--- src/rtl/vdc_pixel_tx.sv ---
// vdc_pixel_tx: HuC6270-style raster timing generator and pixel streamer to the VCE.
// Position is dot (within 8-dot tile), tile (within H region), line (within V region).
// Outputs are registered one dot after the position they describe.
module vdc_pixel_tx (
  input  logic       clk,
  input  logic       reset_N,
  input  logic       pix_en,
  input  logic [4:0] hsw,
  input  logic [6:0] hds,
  input  logic [6:0] hdw,
  input  logic [6:0] hde,
  input  logic [4:0] vsw,
  input  logic [7:0] vds,
  input  logic [8:0] vdw,
  input  logic [7:0] vcr,
  input  logic [8:0] pix_data,
  input  logic       pix_valid,
  output logic       pix_ready,
  output logic [8:0] VD,
  output logic       HSYN,
  output logic       VSYN,
  output logic       line_start,
  output logic       frame_start,
  output logic       underflow
);

  typedef enum logic [1:0] {HSYNC, HBACK, HACTIVE, HFRONT} h_state_t;
  typedef enum logic [1:0] {VSYNC, VBACK, VACTIVE, VFRONT} v_state_t;

  h_state_t   h_state, h_next;
  v_state_t   v_state, v_next;
  logic [2:0] dot;
  logic [6:0] tile;
  logic [8:0] line;

  // shadow copies of the timing config, stable for a whole line / frame
  logic [4:0] hsw_s, vsw_s;
  logic [6:0] hds_s, hdw_s, hde_s;
  logic [7:0] vds_s, vcr_s;
  logic [8:0] vdw_s;

  logic [6:0] h_len;
  logic [8:0] v_len;
  logic       h_end, line_end, v_end, line_first, frame_first, active;

  // region lengths, region-end detection and next-state for both FSMs
  always_comb begin
    h_len  = {2'b0, hsw_s};
    v_len  = {4'b0, vsw_s};
    h_next = h_state;
    v_next = v_state;
    case (h_state)
      HSYNC:   h_len = {2'b0, hsw_s};
      HBACK:   h_len = hds_s;
      HACTIVE: h_len = hdw_s;
      default: h_len = hde_s;
    endcase
    case (v_state)
      VSYNC:   v_len = {4'b0, vsw_s};
      VBACK:   v_len = {1'b0, vds_s} + 9'd1;  // back porch is vds+2 lines
      VACTIVE: v_len = vdw_s;
      default: v_len = {1'b0, vcr_s};
    endcase
    h_end       = (dot == 3'd7) && (tile == h_len);
    line_end    = h_end && (h_state == HFRONT);
    v_end       = line_end && (line == v_len);
    line_first  = (h_state == HSYNC) && (tile == 7'd0) && (dot == 3'd0);
    frame_first = line_first && (v_state == VSYNC) && (line == 9'd0);
    active      = (h_state == HACTIVE) && (v_state == VACTIVE);
    if (h_end) begin
      case (h_state)
        HSYNC:   h_next = HBACK;
        HBACK:   h_next = HACTIVE;
        HACTIVE: h_next = HFRONT;
        default: h_next = HSYNC;
      endcase
    end
    if (v_end) begin
      case (v_state)
        VSYNC:   v_next = VBACK;
        VBACK:   v_next = VACTIVE;
        VACTIVE: v_next = VFRONT;
        default: v_next = VSYNC;
      endcase
    end
  end

  assign pix_ready = pix_en & active;

  // FSM state registers, advancing one dot per pix_en
  always_ff @(posedge clk or negedge reset_N) begin
    if (!reset_N) begin
      h_state <= HSYNC;
      v_state <= VSYNC;
    end else if (pix_en) begin
      h_state <= h_next;
      v_state <= v_next;
    end
  end

  // dot / tile / line position counters, cleared at each region end
  always_ff @(posedge clk or negedge reset_N) begin
    if (!reset_N) begin
      dot  <= '0;
      tile <= '0;
      line <= '0;
    end else if (pix_en) begin
      dot <= dot + 3'd1;
      if (h_end)            tile <= '0;
      else if (dot == 3'd7) tile <= tile + 7'd1;
      if (v_end)            line <= '0;
      else if (line_end)    line <= line + 9'd1;
    end
  end

  // config capture: H at the first dot of each line, V at the first dot of each frame
  always_ff @(posedge clk or negedge reset_N) begin
    if (!reset_N) begin
      hsw_s <= '0; hds_s <= '0; hdw_s <= '0; hde_s <= '0;
      vsw_s <= '0; vds_s <= '0; vdw_s <= '0; vcr_s <= '0;
    end else if (pix_en) begin
      if (line_first) begin
        hsw_s <= hsw; hds_s <= hds; hdw_s <= hdw; hde_s <= hde;
      end
      if (frame_first) begin
        vsw_s <= vsw; vds_s <= vds; vdw_s <= vdw; vcr_s <= vcr;
      end
    end
  end

  // registered outputs; pulses drop on dots where pix_en is low, levels hold
  always_ff @(posedge clk or negedge reset_N) begin
    if (!reset_N) begin
      VD          <= '0;
      HSYN        <= 1'b1;
      VSYN        <= 1'b1;
      line_start  <= 1'b0;
      frame_start <= 1'b0;
      underflow   <= 1'b0;
    end else if (pix_en) begin
      HSYN        <= (h_state != HSYNC);
      VSYN        <= (v_state != VSYNC);
      line_start  <= line_first;
      frame_start <= frame_first;
      VD          <= (active && pix_valid) ? pix_data : 9'd0;
      underflow   <= active && !pix_valid;
    end else begin
      line_start  <= 1'b0;
      frame_start <= 1'b0;
      underflow   <= 1'b0;
    end
  end

endmodule

--- config.mk ---
export PLATFORM = sky130hd
export DESIGN_NAME = vdc_pixel_tx
export DESIGN_NICKNAME = d
export VERILOG_FILES = /design/src/rtl/vdc_pixel_tx.sv
export SDC_FILE = /design/constraint.sdc
export NUM_CORES = 1
export LEC_CHECK = 0
export ABC_AREA = 1
export BUFFER_PORTS_ARGS = -buffer_cell sky130_fd_sc_hd__buf_2
export CORE_MARGIN = 10
export CORE_UTILIZATION = 30
export DETAILED_ROUTE_END_ITERATION = 8
export GPL_ROUTABILITY_DRIVEN = 0
export GPL_TIMING_DRIVEN = 0
export PLACE_DENSITY = 0.58
export SLEW_MARGIN = 10
export SYNTH_ARGS = -nofsm -noshare
export SYNTH_HDL_FRONTEND = slang
export SYNTH_SLANG_ARGS = --single-unit
--- constraint.sdc ---
create_clock -name clk -period 2.51 [get_ports clk]
set_input_delay 0.3765 -clock clk [delete_from_list [all_inputs] [get_ports clk]]
set_output_delay 0.3765 -clock clk [all_outputs]
set_load 0.005 [all_outputs]
After elaboration in Yosys (flattened, before gate mapping)
Index checks and enable logic that the tools add are counted.
{"block": "totals", "register_bits": 93, "latchBits": 0, "ramBits": 0, "mem_bits_ro": 0, "out_inout_bits": 15, "n_memories": 0}
{"block": "classes", "add_sub_neg": 4, "n_mul": 0, "div_mod_pow": 0, "n_lt_le_gt_ge": 0, "n_eq_ne": 8, "shift": 0, "n_mux": 12, "n_bitwise": 1, "reduce_logical": 26}
{"cell": "$mux W9", "count": 3}
{"cell": "$pmux W9 S3", "count": 1}
{"cell": "$pmux W7 S3", "count": 1}
{"cell": "$mux W7", "count": 2}
{"cell": "$pmux W2 S3", "count": 2}
{"cell": "$reduce_and A2 Y1", "count": 6}
{"cell": "$logic_and A1 B1 Y1", "count": 10}
{"cell": "$add A8 B1 Y9 const B", "count": 1}
{"cell": "$add A9 B1 Y9 const B", "count": 1}
{"cell": "$eq A9 B9 Y1", "count": 1}
{"cell": "$logic_not A9 Y1", "count": 1}
{"cell": "$reduce_bool A2 Y1", "count": 4}
{"cell": "$add A7 B1 Y7 const B", "count": 1}
{"cell": "$eq A7 B7 Y1", "count": 1}
{"cell": "$logic_not A7 Y1", "count": 1}
{"cell": "$eq A2 B2 Y1 const B", "count": 3}
{"cell": "$eq A2 B1 Y1 const B", "count": 2}
{"cell": "$logic_not A2 Y1", "count": 2}
{"cell": "$add A3 B1 Y3 const B", "count": 1}
{"cell": "$eq A3 B3 Y1 const B", "count": 1}
{"cell": "$logic_not A3 Y1", "count": 1}
{"cell": "$mux W1", "count": 3}
{"cell": "$and A1 B1 Y1", "count": 1}
{"cell": "$logic_not A1 Y1", "count": 1}

Longest topological paths before layout
{"block": "depth", "depth_word": 8, "depth_mapped": 19, "depth_no_buf": 18}

Worst setup path after synthesis
OpenSTA, ideal clock, no wires.
{"block": "synth_timing", "path_type": "flip-flop to flip-flop", "from": "reg h_state[0]", "to": "reg line[6]", "arrival_time_ns": 1.958, "setup_slack_ns": 0.433, "path_stages_with_launch": 15, "path_buffers": 1, "cell_sequence": "dfrtp_1 ha_1 inv_2 buf_6 or2_1 nand3_1 nand2_1 nor2_1 nand2_1 nor2_4 nand2_1 nor2_2 nand3_2 inv_2 nor2_1"}
{"block": "synth_via", "elab_chain_len": 8}
{"element": "from (decl)", "line_no": "30", "source": "h_state_t h_state, h_next;"}
{"element": "from (signal assigned)", "line_no": "96", "source": "h_state <= h_next;"}
{"element": "$eq A2 B2 Y1, or another cell as far along", "line_no": "52", "source": "case (h_state)"}
{"element": "$pmux W7 S3", "line_no": "52"}
{"element": "$eq A7 B7 Y1", "line_no": "64", "source": "h_end = (dot == 3'd7) && (tile == h_len);"}
{"element": "$logic_and A1 B1 Y1", "line_no": "64"}
{"element": "$logic_and A1 B1 Y1 (*)", "line_no": "65", "source": "line_end = h_end && (h_state == HFRONT);"}
{"element": "$logic_and A1 B1 Y1", "line_no": "66", "source": "v_end = line_end && (line == v_len);"}
{"element": "$reduce_bool A2 Y1 (no line)"}
{"element": "$reduce_and A2 Y1 (no line)"}
{"element": "to (signal assigned)", "line_no": "112", "source": "else if (line_end) line <= line + 9'd1;"}
{"element": "to (decl)", "line_no": "34", "source": "logic [8:0] line;"}
Every way passes the cells marked *; elsewhere a longest branch is shown, timed or not.
A chain may end at the register's enable or synchronous reset.

Final worst setup path
Ends and elaborated chain as after synthesis.

==> run summary <==
Combinational Power Share -> 22.4%
First-pass GRT wire length -> 22.3 mm
Clock Tree Root -> clkbuf_16
NetSw -> 1.19 mW
Power per standard cell area -> 640 mW/mm^2
Worst Path Required -> 2.75 ns
Tmin final -> 2.40 ns
Avg Inst Size Synth -> 7.43 sq um
Die ar. -> 0.0220 sq mm
Worst skew pair latency -> 0.35 ns
Hold Fails Final Rpt -> 0
CORE AREA -> 0.0160 sq mm
Final #Nets -> 852
CTS tree -> yes
All-Layer GR Usage -> 12.5%
Internal power -> 2.72 mW
Worst hold path type -> in2async
Clock share of power -> 34.9%
Relative slew margins -> 54.7%
DRC Markers -> 0
Max VDD drop -> 0.000388 V
Htree depth -> 3
DP HPWL -> 9.83 mm
Grt peak-use layer -> met2
Lkg Pwr -> 3.32 nW
Met3 usage -> 3.31%
Syn Inst Count -> 666
Sequential share of power -> 42.8%
Number of cell rows -> 46
Setup TNS -> 0 ns
GRT overflow -> 0
Critical Path Fanout Max -> 8
Final WL -> 13.3 mm
Initial Utilization -> 30.9%
Area fraction of the dominant cell type after synthesis -> 46.0%
Layout cells sized above 1 -> 20.1%
Yosys warns -> 0
DRT antenna net count -> 0
Slew @ Worst Pin -> 0.680 ns
Slew Limit Fails -> 0
Met2 GRT Util -> 20.2%
Hold slack final -> 0.0627 ns
CP arrival -> 2.64 ns
DR vias -> 4380
Switching share of total power -> 30.5%
Setup CP Type -> reg2reg
Final Non-Filler Cells -> 987
Via density -> 4.44
Synth cell types -> 31
ANT cells -> 0
Met1 layer usage reported by global route -> 15.6%
Netlist area before placement -> 0.00495 sq mm
Total CTS buffers -> 9
Initial DRC count -> 258
FF+latch count, synth -> 93
Chip height -> 148 um
# setup viols final -> 0
Syn nets -> 752
I/O pin total -> 84
Clk buf depth -> 2
Seq/Total Area, Yosys -> 47.1%
WL per Instance -> 13.4 um
Final setup margin -> 0.113 ns
CP Capture Type -> flop
Status -> completed
Max-cap viol count -> 0
Clock Skews -> 0.00576 ns
Initial antenna violation count -> 0
Yosys top cell by area -> dfrtp_1
CP Launch Type -> flop
Clock-pin slew on the worst setup and hold paths -> 0.06 ns
Number of global-route vias before repair -> 4413
Die Span X -> 148 um
Clk sinks -> 93
Placed instance count -> 965
Port Buffer Count -> 82
Placement Setup Slack -> -0.382 ns
Fmax -> 417 MHz
Drt first pass iters -> 4
Area growth, synth to finish -> 23.7%
Ranking of synthesized cells by area -> dfrtp_1 46%, nand2_1 24%, nand3_1 4.6%
Largest net degree at the start of global routing -> 50
Final Cycle Share -> 95.5%
==> cell families after synthesis <==
kind of cell / after synthesis / share of synthesized area (%)
simple gates: 428 / 35.9
flops: 93 / 47.1
buf+inv: 78 / 6.20
compound gates: 45 / 5.64
fa+ha+maj: 17 / 4.30
xor+xnor: 5 / 0.885
==> cells in the final DEF, fill, tap and decap left out, types with 2 or more instances in the layout <==
master	synthesis	routed
nand2_1	313	308
dfrtp_1	91	89
buf_2	4	85
inv_1	55	53
nand3_1	45	45
nor2_1	31	29
o21ai_0	17	17
a21oi_1	15	15
nand4_1	11	11
or2_2	10	10
a32o_1	9	9
ha_1	17	9
clkbuf_16	0	9
buf_4	0	9
clkbuf_1	10	6
nand2_2	0	5
xor2_1	5	5
inv_2	4	4
nor4_1	4	4
nor3_1	5	4
ha_4	0	4
ha_2	0	4
clkbuf_8	0	4
buf_1	3	3
or2_1	3	3
nor2_2	1	3
dfstp_2	2	2
buf_6	1	2
inv_4	0	2
or2_0	2	2
clkinv_2	1	2
dfrtp_2	0	2
==> path summary, 6_finish.rpt <==
check / start / to / slack, ns / cells past startpoint
min in group clk: vcr[0] / vcr_s[0]$_DFFE_PN0P_ / 0.22 / 3
worst min register to register: hde_s[6]$_DFFE_PN0P_ / hde_s[6]$_DFFE_PN0P_ / 0.47 / 2
max in group asynchronous: reset_N / HSYN$_DFFE_PN1P_ / 1.73 / 2
worst max-delay path: h_state[0]$_DFFE_PN0P_ / line[6]$_DFFE_PN0P_ / 0.11 / 16
worst max register to register: h_state[0]$_DFFE_PN0P_ / line[6]$_DFFE_PN0P_ / 0.11 / 16
worst min-delay path: reset_N / hds_s[0]$_DFFE_PN0P_ / 0.06 / 1
==> power by group through the flow <==
| stage | logic (mW) | registers (mW) | clock network, mW |
|---|---|---|---|
| after floorplan | 0.546 | 1.67 | 0 |
| after global placement | 0.772 | 1.69 | 0 |
| after global routing | 1.01 | 1.69 | 1.47 |
| final | 0.876 | 1.67 | 1.36 |
| after detailed placement | 0.785 | 1.69 | 0 |
| after CTS | 0.798 | 1.66 | 1.41 |
==> Yosys cell counts <==
cell and number:
nand2_1 313, a32o_1 9, nand3_2 1, buf_1 3, or2_2 10, buf_2 4, nor4_1 4, a21oi_1 15
o21bai_1 1, dfstp_2 2, or2_1 3, xor2_1 5, inv_1 55, buf_6 1, inv_2 4, or2_0 2
clkinv_2 1, o21a_1 1, nand4_1 11, nor2_1 31, dfrtp_1 91, nand3_1 45, a31oi_1 1, nand3_4 1
nor3_1 5, nor2_4 1, a21boi_0 1, ha_1 17, clkbuf_1 10, o21ai_0 17, nor2_2 1
==> registers in the layout (all words and copies together) (netlist names), 2 cells and up <==
register and flops:
vds_s 8, dot 3, hds_s 7, vsw_s 5
line 9, vdw_s 9, vcr_s 8, tile 7
h_state 2, v_state 2, hde_s 7, VD 9
hdw_s 7, hsw_s 5
==> per-stage QoR <==
stage,cell area (sq um),power [mW],util (%)
global placement,5630,2.46,35.2
global route,6120,4.17,38.2
detailed placement,5660,2.48,35.4
finish,6120,3.91,38.2
floorplan,4950,2.21,-
CTS,5970,3.87,37.3
==> cell type report <==
cell class / count / area (sq um)
Multi-Input combinational cell: 495 / 2400
Inverter: 60 / 235
Timing Repair Buffer: 92 / 505
Tap cell: 216 / 270
Fill cell: 1735 / 9880
Buffer: 15 / 78.8
Clock buffer: 13 / 280
Sequential cell: 93 / 2330
Clock inverter: 3 / 17.5
==> worst max-delay path, stage by stage (launching register included) <==
cell and delay, ns:
dfrtp_2 0.45, inv_2 0.10, buf_4 0.12, ha_4 0.19, nand2_1 0.08, nand3_1 0.08, nand2_1 0.05, nand3_1 0.08
nand2_1 0.05, nor2_1 0.14, nand2_1 0.11, nor2_4 0.24, nand2_2 0.08, nor2_2 0.16, nand3_2 0.15, inv_2 0.14
nor2_1 0.06
==> timing repair <==
action | CTS | global route
gates resized for setup | 7 | 28
pin swaps | 0 | 3
hold buffers | 0 | 0
gates cloned | 0 | 1
buffers inserted | 0 | 8
endpoints found under the setup margin | 54 | 45
==> layer usage <==
| layer | vias to the layer above | routed length [um] | share of wire [%] |
|---|---|---|---|
| met5 | - | 0 | 0 |
| met4 | 0 | 282 | 2.1 |
| met2 | 77 | 6050 | 46 |
| met1 | 1976 | 6410 | 48 |
| met3 | 14 | 529 | 4.0 |
| li1 | 2313 | - | - |
Power figures use the tool's default switching activity.
